--- src/rtl/uart_fifo_pkg.sv ---
`default_nettype none
// ============================================================================
// Module   : uart_fifo_pkg
// Brief    : Shared types for the UART byte buffer (FSM states, byte type).
// Revision : 1.0 - initial release
// ============================================================================
package uart_fifo_pkg;

    typedef logic [7:0] byte_t;

    typedef enum logic [0:0] {
        RX_IDLE = 1'b0,
        RX_ACK  = 1'b1
    } rx_state_t;

    typedef enum logic [0:0] {
        TX_IDLE   = 1'b0,
        TX_STROBE = 1'b1
    } tx_state_t;

endpackage : uart_fifo_pkg
`default_nettype wire

--- src/rtl/uart_fifo_sync_fifo.sv ---
`default_nettype none
// ============================================================================
// Module   : sync_fifo
// Brief    : Single-clock show-ahead byte FIFO with occupancy count.
// Revision : 1.0 - initial release
// ============================================================================
module sync_fifo
    import uart_fifo_pkg::*;
#(
    parameter int DEPTH_LOG2 = 4
) (
    input  logic                  clk,
    input  logic                  rst_n,
    input  logic                  i_push,
    input  byte_t                 i_data,
    input  logic                  i_pop,
    output byte_t                 o_data,
    output logic                  o_full,
    output logic                  o_empty,
    output logic [DEPTH_LOG2:0]   o_count
);

    localparam int c_DEPTH = 1 << DEPTH_LOG2;

    byte_t                 r_mem [c_DEPTH];
    logic [DEPTH_LOG2-1:0] r_wr_ptr;
    logic [DEPTH_LOG2-1:0] r_rd_ptr;
    logic [DEPTH_LOG2:0]   r_count;
    logic                  w_full;
    logic                  w_empty;
    logic                  w_push;
    logic                  w_pop;

    // Count never exceeds depth, so its MSB alone marks "full".
    assign w_full  = r_count[DEPTH_LOG2];
    assign w_empty = (r_count == '0);
    assign w_push  = i_push & ~w_full;
    assign w_pop   = i_pop & ~w_empty;

    always_ff @(posedge clk or negedge rst_n) begin
        if (!rst_n) begin
            r_wr_ptr <= '0;
            r_rd_ptr <= '0;
            r_count  <= '0;
        end else begin
            if (w_push) r_wr_ptr <= r_wr_ptr + 1'b1;
            if (w_pop)  r_rd_ptr <= r_rd_ptr + 1'b1;
            case ({w_push, w_pop})
                2'b10:   r_count <= r_count + 1'b1;
                2'b01:   r_count <= r_count - 1'b1;
                default: r_count <= r_count;
            endcase
        end
    end

    always_ff @(posedge clk) begin
        if (w_push) r_mem[r_wr_ptr] <= i_data;
    end

    assign o_data  = r_mem[r_rd_ptr];
    assign o_full  = w_full;
    assign o_empty = w_empty;
    assign o_count = r_count;

endmodule : sync_fifo
`default_nettype wire

--- src/rtl/uart_fifo.sv ---
`default_nettype none
// ============================================================================
// Module   : uart_fifo
// Brief    : RX/TX byte FIFOs between CPU registers and the UART core.
//            Define UART_FIFO_OVF_EN to build the sticky TX overflow flag.
// Revision : 1.0 - initial release
// ============================================================================
module uart_fifo
    import uart_fifo_pkg::*;
#(
    parameter int DEPTH_LOG2 = 4
) (
    input  logic                  clk,
    input  logic                  rst_n,
    output logic [7:0]            cpu_rx_data,
    output logic                  cpu_rx_valid,
    input  logic                  cpu_rx_rd,
    input  logic [7:0]            cpu_tx_data,
    input  logic                  cpu_tx_wr,
    output logic                  cpu_tx_full,
    output logic [DEPTH_LOG2:0]   rx_count,
    output logic [DEPTH_LOG2:0]   tx_count,
    output logic                  ovf,
    input  logic                  ovf_clr,
    input  logic [7:0]            rx_data,
    input  logic                  rx_full,
    output logic                  rd,
    output logic [7:0]            tx_data,
    output logic                  wr,
    input  logic                  tx_ready
);

    rx_state_t r_rx_state, w_rx_state_nxt;
    tx_state_t r_tx_state, w_tx_state_nxt;
    logic      r_rd, w_rd_nxt;
    logic      r_wr, w_wr_nxt;
    byte_t     r_tx_data;
    logic      w_rx_push;
    logic      w_rx_fifo_full;
    logic      w_rx_fifo_empty;
    logic      w_tx_pop;
    logic      w_tx_fifo_empty;
    byte_t     w_tx_head;

    sync_fifo #(.DEPTH_LOG2(DEPTH_LOG2)) u_rx_fifo (
        .clk     (clk),
        .rst_n   (rst_n),
        .i_push  (w_rx_push),
        .i_data  (rx_data),
        .i_pop   (cpu_rx_rd),
        .o_data  (cpu_rx_data),
        .o_full  (w_rx_fifo_full),
        .o_empty (w_rx_fifo_empty),
        .o_count (rx_count)
    );

    sync_fifo #(.DEPTH_LOG2(DEPTH_LOG2)) u_tx_fifo (
        .clk     (clk),
        .rst_n   (rst_n),
        .i_push  (cpu_tx_wr),
        .i_data  (cpu_tx_data),
        .i_pop   (w_tx_pop),
        .o_data  (w_tx_head),
        .o_full  (cpu_tx_full),
        .o_empty (w_tx_fifo_empty),
        .o_count (tx_count)
    );

    // RX drain: the ACK state keeps rd low for a cycle while the core clears rx_full.
    always_comb begin
        w_rx_state_nxt = r_rx_state;
        w_rd_nxt       = 1'b0;
        w_rx_push      = 1'b0;
        case (r_rx_state)
            RX_IDLE: begin
                if (rx_full && !w_rx_fifo_full) begin
                    w_rx_push      = 1'b1;
                    w_rd_nxt       = 1'b1;
                    w_rx_state_nxt = RX_ACK;
                end
            end
            RX_ACK:  w_rx_state_nxt = RX_IDLE;
            default: w_rx_state_nxt = RX_IDLE;
        endcase
    end

    always_comb begin
        w_tx_state_nxt = r_tx_state;
        w_wr_nxt       = 1'b0;
        w_tx_pop       = 1'b0;
        case (r_tx_state)
            TX_IDLE: begin
                if (!w_tx_fifo_empty && tx_ready) begin
                    w_tx_pop       = 1'b1;
                    w_wr_nxt       = 1'b1;
                    w_tx_state_nxt = TX_STROBE;
                end
            end
            TX_STROBE: w_tx_state_nxt = TX_IDLE;
            default:   w_tx_state_nxt = TX_IDLE;
        endcase
    end

    always_ff @(posedge clk or negedge rst_n) begin
        if (!rst_n) begin
            r_rx_state <= RX_IDLE;
            r_tx_state <= TX_IDLE;
            r_rd       <= 1'b0;
            r_wr       <= 1'b0;
            r_tx_data  <= '0;
        end else begin
            r_rx_state <= w_rx_state_nxt;
            r_tx_state <= w_tx_state_nxt;
            r_rd       <= w_rd_nxt;
            r_wr       <= w_wr_nxt;
            if (w_tx_pop) r_tx_data <= w_tx_head;
        end
    end

`ifdef UART_FIFO_OVF_EN
    logic r_ovf;

    // Set has priority so a rejected write coinciding with a clear is not lost.
    always_ff @(posedge clk or negedge rst_n) begin
        if (!rst_n) begin
            r_ovf <= 1'b0;
        end else if (cpu_tx_wr && cpu_tx_full) begin
            r_ovf <= 1'b1;
        end else if (ovf_clr) begin
            r_ovf <= 1'b0;
        end
    end

    assign ovf = r_ovf;
`else
    assign ovf = ovf_clr & 1'b0;
`endif

    assign cpu_rx_valid = ~w_rx_fifo_empty;
    assign rd           = r_rd;
    assign wr           = r_wr;
    assign tx_data      = r_tx_data;

endmodule : uart_fifo
`default_nettype wire

--- config.mk ---
export PLATFORM = sky130hd
export DESIGN_NAME = uart_fifo
export DESIGN_NICKNAME = d
export VERILOG_FILES = /design/src/rtl/uart_fifo_pkg.sv /design/src/rtl/uart_fifo_sync_fifo.sv /design/src/rtl/uart_fifo.sv
export SDC_FILE = /design/constraint.sdc
export NUM_CORES = 1
export LEC_CHECK = 0
export CORE_MARGIN = 3
export CORE_UTILIZATION = 35
export CTS_CLUSTER_DIAMETER = 50
export DETAILED_ROUTE_END_ITERATION = 6
export HOLD_SLACK_MARGIN = 0.06
export PLACE_DENSITY = 0.49
export SYNTH_ARGS = -nofsm -noshare
export SYNTH_HDL_FRONTEND = slang
export SYNTH_SLANG_ARGS = --single-unit
--- constraint.sdc ---
create_clock -name clk -period 7.7 [get_ports clk]
set_input_delay 1.155 -clock clk [delete_from_list [all_inputs] [get_ports clk]]
set_output_delay 1.155 -clock clk [all_outputs]
set_load 0.01 [all_outputs]
---- Word-level counts from Yosys, hierarchy flattened ----
Memories as Yosys holds them, arrays and structs flattened. A register that Yosys moved wholly into a read port is not among the register bits.
Index checks and enable logic that the tools add are counted.
word-level totals
  bits in registers ....................... 30
  memories kept ........................... 2
  bits in writable memories ............... 256
  latch bits .............................. 0
  memory bits (read-only) ................. 0
  word-level logic and storage cells ...... 55
cells by class
  bitwise operators ....................... 10
  muxes and demuxes ....................... 12
  $mul .................................... 0
  shift operators ......................... 0
  eq/ne operators ......................... 4
  magnitude comparators ................... 0
  $add $sub $neg .......................... 8
  divide/modulo/power cells ............... 0
  reductions and logical operators ........ 9
memories
  name             words  bits a word  read ports  clocked after Yosys merged registers in  write ports  RTL line                   text
  u_rx_fifo.r_mem  16     8            1           0                                        1            uart_fifo_sync_fifo.sv:25  byte_t r_mem [c_DEPTH];
  u_tx_fifo.r_mem  16     8            1           1                                        1            uart_fifo_sync_fifo.sv:25
operators by type and width
  cell                   count
  $pmux W5 S2            2
  $add A4 B1 Y4 const B  4
  $add A5 B1 Y5 const B  2
  $logic_not A5 Y1       2
  $sub A5 B1 Y5 const B  2
  $mux W1                8
  $not A1 Y1             6
  $and A1 B1 Y1          4
  $eq A2 B1 Y1 const B   2
  $eq A2 B2 Y1 const B   2
  $pmux W1 S2            2
  $reduce_bool A2 Y1     2
  $logic_not A1 Y1       3
  $logic_and A1 B1 Y1    2

---- Logic depth before layout (Yosys ltp) ----
  depth after elaboration ................. 8
  mapped depth ............................ 12
  mapped depth without buffers ............ 11

---- Modules after synthesis ----
A second synthesis with hierarchy kept.
second synthesis, totals
  cell total of the unflattened synthesis .. 683
  area, all modules ....................... 11906.4 um^2
by module, submodules not included
  module                 area an instance (um^2)  instances  cells each
  sync_fifo (u_rx_fifo)  5758.0                   1          328
  sync_fifo (u_tx_fifo)  5731.7                   1          331
  uart_fifo              416.6                    1          24

---- Least setup slack after synthesis ----
OpenSTA, ideal clock, no wires.
  path kind ............................... input port to flip-flop
  start point ............................. input tx_ready
  end point ............................... register u_tx_fifo.r_count[4], in the netlist u_tx_fifo.o_count[4]
  setup slack ............................. 4354 ps
  library setup time ...................... 127 ps
  buffers on the path ..................... 1
  cell stages on the path ................. 11
  arrival time ............................ 3219 ps
  required time ........................... 7573 ps
  cell sequence ........................... nand2b_1 -> a21oi_1 -> clkbuf_1 -> ha_1 -> inv_1 -> fa_1 -> nor2b_1 -> o21ai_0 -> nand3_1 -> or3b_1 -> xnor2_1
on the way
  word-level cells in the longest chain between the ends .. 6
ends and longest elaborated chain
  what                                               RTL line                   text
  start, declared                                    uart_fifo.sv:30            input logic tx_ready
  $logic_and A1 B1 Y1 (*)                            uart_fifo.sv:93            if (!w_tx_fifo_empty && tx_ready) begin
  $mux W1 (*)                                        uart_fifo.sv:93
  $mux W1 (*)                                        uart_fifo.sv:91            case (r_tx_state)
  $and A1 B1 Y1 (*)                                  uart_fifo_sync_fifo.sv:38  assign w_pop = i_pop & ~w_empty;
  named net u_tx_fifo.w_pop                          uart_fifo_sync_fifo.sv:32  logic w_pop;
  $eq A2 B1 Y1 or $eq A2 B2 Y1 (tied branches)       uart_fifo_sync_fifo.sv:48  case ({w_push, w_pop})
  $pmux W5 S2 or $reduce_bool A2 Y1 (tied branches)  --
  end signal, assigned                               uart_fifo_sync_fifo.sv:49  2'b10: r_count <= r_count + 1'b1;
  end signal, assigned                               uart_fifo_sync_fifo.sv:50  2'b01: r_count <= r_count - 1'b1;
  end signal, assigned                               uart_fifo_sync_fifo.sv:51  default: r_count <= r_count;
  end, declared                                      uart_fifo_sync_fifo.sv:28  logic [DEPTH_LOG2:0] r_count;
Mark *: on every way through the listed nets, which the timed path passes. The rest lies on a longest branch.
A chain may end at the register's enable or synchronous reset.

---- Worst setup path after layout ----
  start point ............................. register u_rx_fifo.r_rd_ptr[0]
  end point ............................... output cpu_rx_data[1]
on the way
  word-level cells in the longest chain between the ends .. 1
ends and longest elaborated chain
  what                    RTL line                   text
  start, declared         uart_fifo_sync_fifo.sv:27  logic [DEPTH_LOG2-1:0] r_rd_ptr;
  start signal, assigned  uart_fifo_sync_fifo.sv:47  if (w_pop) r_rd_ptr <= r_rd_ptr + 1'b1;
  $mem_v2 Z16 W8          --
  end, declared           uart_fifo.sv:15            output logic [7:0] cpu_rx_data,
Every way passes these cells.

==> impl.org <==
** STA
- Unrepaired setup endpoints after global routing :: no
- The worst path uses between 50 and 60% of the clock period.
- For the pin with the worst max-slew slack, the measured transition is 1090 ps.
- Maximum clock rate :: 0.223 GHz
- The final-report max-slew violation count came to 0.
- Worst hold-check slack :: 531 ps
- Headroom to the max-slew limit :: 27.2%
- After routing, the total negative slack on setup checks comes to 0 ps.
- Clock skew :: ~13 ps
- Final setup violation count :: 0
- Subtracting the final worst setup slack from the clock period gives between 4000 and 5000 ps.
- The final hold violation count was 0.

** Clock network
- Sinks on Clock Net :: 292
- Counting along the longest clock path gives a buffer depth of 3.
- H-Tree Depth :: 2
- Clock-pin slew of the registers on the worst-case setup and hold paths :: 50 ps
- Clock Root Buffer :: clkbuf_16
- CTS tree :: built
- In this run, post-CTS hold repair placed 0 buffers.
- The number of gates resized after CTS was 0.
- Post-CTS timing repair inserted 0 buffers for setup.
- Skew-Pair Late Insertion Delay :: 500 ps
- Number of buffers created by CTS :: 35

** Cells and area
- Most common cell after layout, fill and taps aside :: edfxtp_1
- Cells fill between 40 and 50% of the core in the end.
- At the end of the flow, the number of nets in the layout was roughly 680.
- 0 antenna diodes ended up in the layout.
- Most used cells in the layout excluding fill and tap cells :: edfxtp_1 (256), mux4_2 (51), clkdlybuf4s50_1 (50), clkbuf_16 (37)
- Relative to the synthesized area, the layout overhead comes to 17.4%.
- Leaving out filler cells and counting taps, the final layout contains between 1000 and 1500.
- Layout cell share with drive strength beyond 1 :: around a fifth

** Power and ir drop
- For this design the static power due to leakage is around 4.6 nW.
- Power after layout :: 5.14 mW
- The worst-case IR drop observed on VDD is 0.185 mV.
- PwrDens :: roughly 370 nW/um^2

** Synthesis
- A synthesized cell averages 20.5 sq um.
- Summing the areas of all compound-gate instances in the mapped netlist gives 1.95% of the synthesized area.
- Of the post-synthesis cell area, the part taken by muxes is 15.5%.
- Summing every instance area after synthesis gives 11800 sq um.
- Number of nets in the synthesized netlist :: 617
- Count of mapped cells out of synthesis :: 574
- During synthesis, Yosys emitted a total of 0 warnings.
- Counting flops and latches in the post-synthesis netlist gives 292.
- Yosys mapped the design onto 39 distinct sky130hd cell types.
- Synth Area in Simple Gates :: 3.59%
- Sequential area share after synthesis :: 72.9%
- Post-Synth Adder-Cell Area :: 2.25%
- Summing the areas of all xor and xnor instances in the mapped netlist gives between 1 and 1.5% of the synthesized area.
- Main combinational cell family by area after synthesis :: multiplexers

** Placement
- Counting tap cells, the placed design contains a total of approximately 1000 instances.
- Summed over all nets, the half-perimeter wirelength after detailed placement is ~14000 um.
- Final Wtd Congestion :: ~0.73
- In this run the tool buffered the top-level ports with 51 buffer cells.

** Route
- For this block, the via count after detailed routing is 5324.
- Routed wire length per instance :: 20.3 um
- In this run the remaining antenna-violating nets after routing total 0.
- Total detailed-routing wirelength :: 22400 um
- For this block, the initial DRC count from the detailed router was ~230.
- Average via count per standard cell :: 4.83
- After detailed routing, the number of remaining DRC violations is 0.
- For this run, the detailed router's first-pass iteration total came to 4.

** Floorplan
- In this run the count of I/O pins placed on the die edge is 54.
- In this run the vertical extent of the chip is 189 um.
- For this configuration, the core starts out at a cell density of 35.8%.
- Standard-cell row count :: 66
- Die area :: 35900 sq um
- Die X :: 189 um
- Placeable core area :: 32900 sq um

** Outcome
- The run finished with clean final reports.

** Worst setup path
- Max stage delay cell, worst path :: dfrtp_2
- The largest single stage delay on the critical path is 1080 ps.
- The setup path with the least slack is of type reg -> out.
- The most critical setup path has its startpoint at u_rx_fifo.r_rd_ptr[0].
- For the worst setup path, the data arrival time is between 3000 and 4000 ps.
- The startpoint identified for the worst register-to-register timing path is u_tx_fifo.o_count[0].
- The worst setup path is captured at an output port.
- Startpoint types :: flip-flop
- Crit path required time :: 6550 ps
- Walking the worst path, the cells encountered are mux4_1, mux4_2, clkdlybuf4s50_1.
- Along the worst path, the maximum fanout reaches 35.

** Global route
- Entering global routing, the biggest net connects 37 pins.
- For this run the aggregate overflow at the end of global routing stands at 0.
- Initial antenna violation count :: 0
- Global router's overall resource usage :: about an eighth
- Via count of the first global-routing pass :: 5846
- The first global-routing pass estimated 34500 um of wire.

** Flow run
- Max-cap viol count :: 0

** Hold path
- Launch instance of the worst min-delay path :: u_rx_fifo.r_wr_ptr[3]
- In this run the worst hold path is classified as reg -> reg.
[cell families after synthesis]
group,after synthesis
AO/OA/AOI/OAI,41
XOR/XNOR,20
adder cells (fa/ha/maj),20
buffers and inverters,44
flip-flops,292
multiplexers,83
other,1
AND/OR/NAND/NOR,73
[final cells by class]
type	count	area, sq um
fillers	2935	19000
well taps	442	553
inverters	14	52.6
multi-input cells	238	2920
clock buffers	43	948
clock inverters	19	229
repair buffers	54	528
flip-flops and latches	292	8590
[state kept, by name (all words and copies together), names as in the netlist]
signal              flops
u_rx_fifo.o_count       5
tx_data                 8
u_rx_fifo.r_rd_ptr      4
u_tx_fifo.o_count       5
u_tx_fifo.r_rd_ptr      4
u_rx_fifo.r_wr_ptr      4
rd                      1
u_rx_fifo.r_mem       128
u_tx_fifo.r_mem       128
u_tx_fifo.r_wr_ptr      4
r_tx_state              1
[metal layers]
layer | global-route usage (%) | part of all wire [%]
met5 | 0 | 0
met4 | 4.15 | 2.3
met3 | 2.98 | 4.4
met2 | 22.3 | 52
met1 | 15.4 | 41
[path summary, 6_finish.rpt]
kind                            cells past startpoint  slack, ps                     to
worst max-delay path                                3       3220         cpu_rx_data[1]
worst min-delay path                                1        530  u_rx_fifo.r_wr_ptr[3]
worst max register to register                     10       4740   u_tx_fifo.o_count[4]
worst min register to register                      1        530  u_rx_fifo.r_wr_ptr[3]
max in group asynchronous                           1       6290  u_tx_fifo.r_rd_ptr[1]
min in group asynchronous                           1        780  u_tx_fifo.r_rd_ptr[0]
[Yosys cell counts (all sizes together)]
cell | n | share of area [%]
a21o | 2 | 0.13
a21oi | 14 | 0.59
and2 | 33 | 1.8
and3 | 2 | 0.11
buf | 18 | 1.4
clkbuf | 12 | 0.41
conb | 1 | 0.032
dfrtp | 36 | 7.6
edfxtp | 256 | 65
fa | 2 | 0.34
ha | 18 | 1.9
inv | 14 | 0.45
mux2 | 10 | 0.96
mux2i | 1 | 0.085
mux4 | 72 | 14
nand2 | 15 | 0.48
nand2b | 2 | 0.11
nand3 | 2 | 0.085
nand4 | 4 | 0.21
nor2 | 2 | 0.064
nor2b | 3 | 0.16
nor3 | 2 | 0.085
nor3b | 3 | 0.23
nor4 | 2 | 0.11
o21ai | 9 | 0.38
o22ai | 16 | 0.85
or2 | 1 | 0.053
or3b | 2 | 0.15
xnor2 | 14 | 1.0
xor2 | 6 | 0.45
[power by group]
| group | switching (mW) | leakage (nW) | total [mW] | internal [mW] |
|---|---|---|---|---|
| Sequential | 0.228 | 2.73 | 2.13 | 1.90 |
| Clock | 0.613 | 0.572 | 1.66 | 1.05 |
| Combinational | 0.602 | 1.31 | 1.35 | 0.752 |
[through the flow]
stage	area [sq um]	worst slack [ps]
floorplan	11800	4350
detailed placement	12600	3550
global placement	12600	3600
global route	13800	3090
CTS	13800	3140
finish	13800	3220
[critical path: cells and delay by family, from the launching register on]
family | cells | cell delay, ps
mux | 2 | 1200
flops | 1 | 1080
buf+inv | 1 | 530
Note: power is estimated with default switching activity, not from simulation.
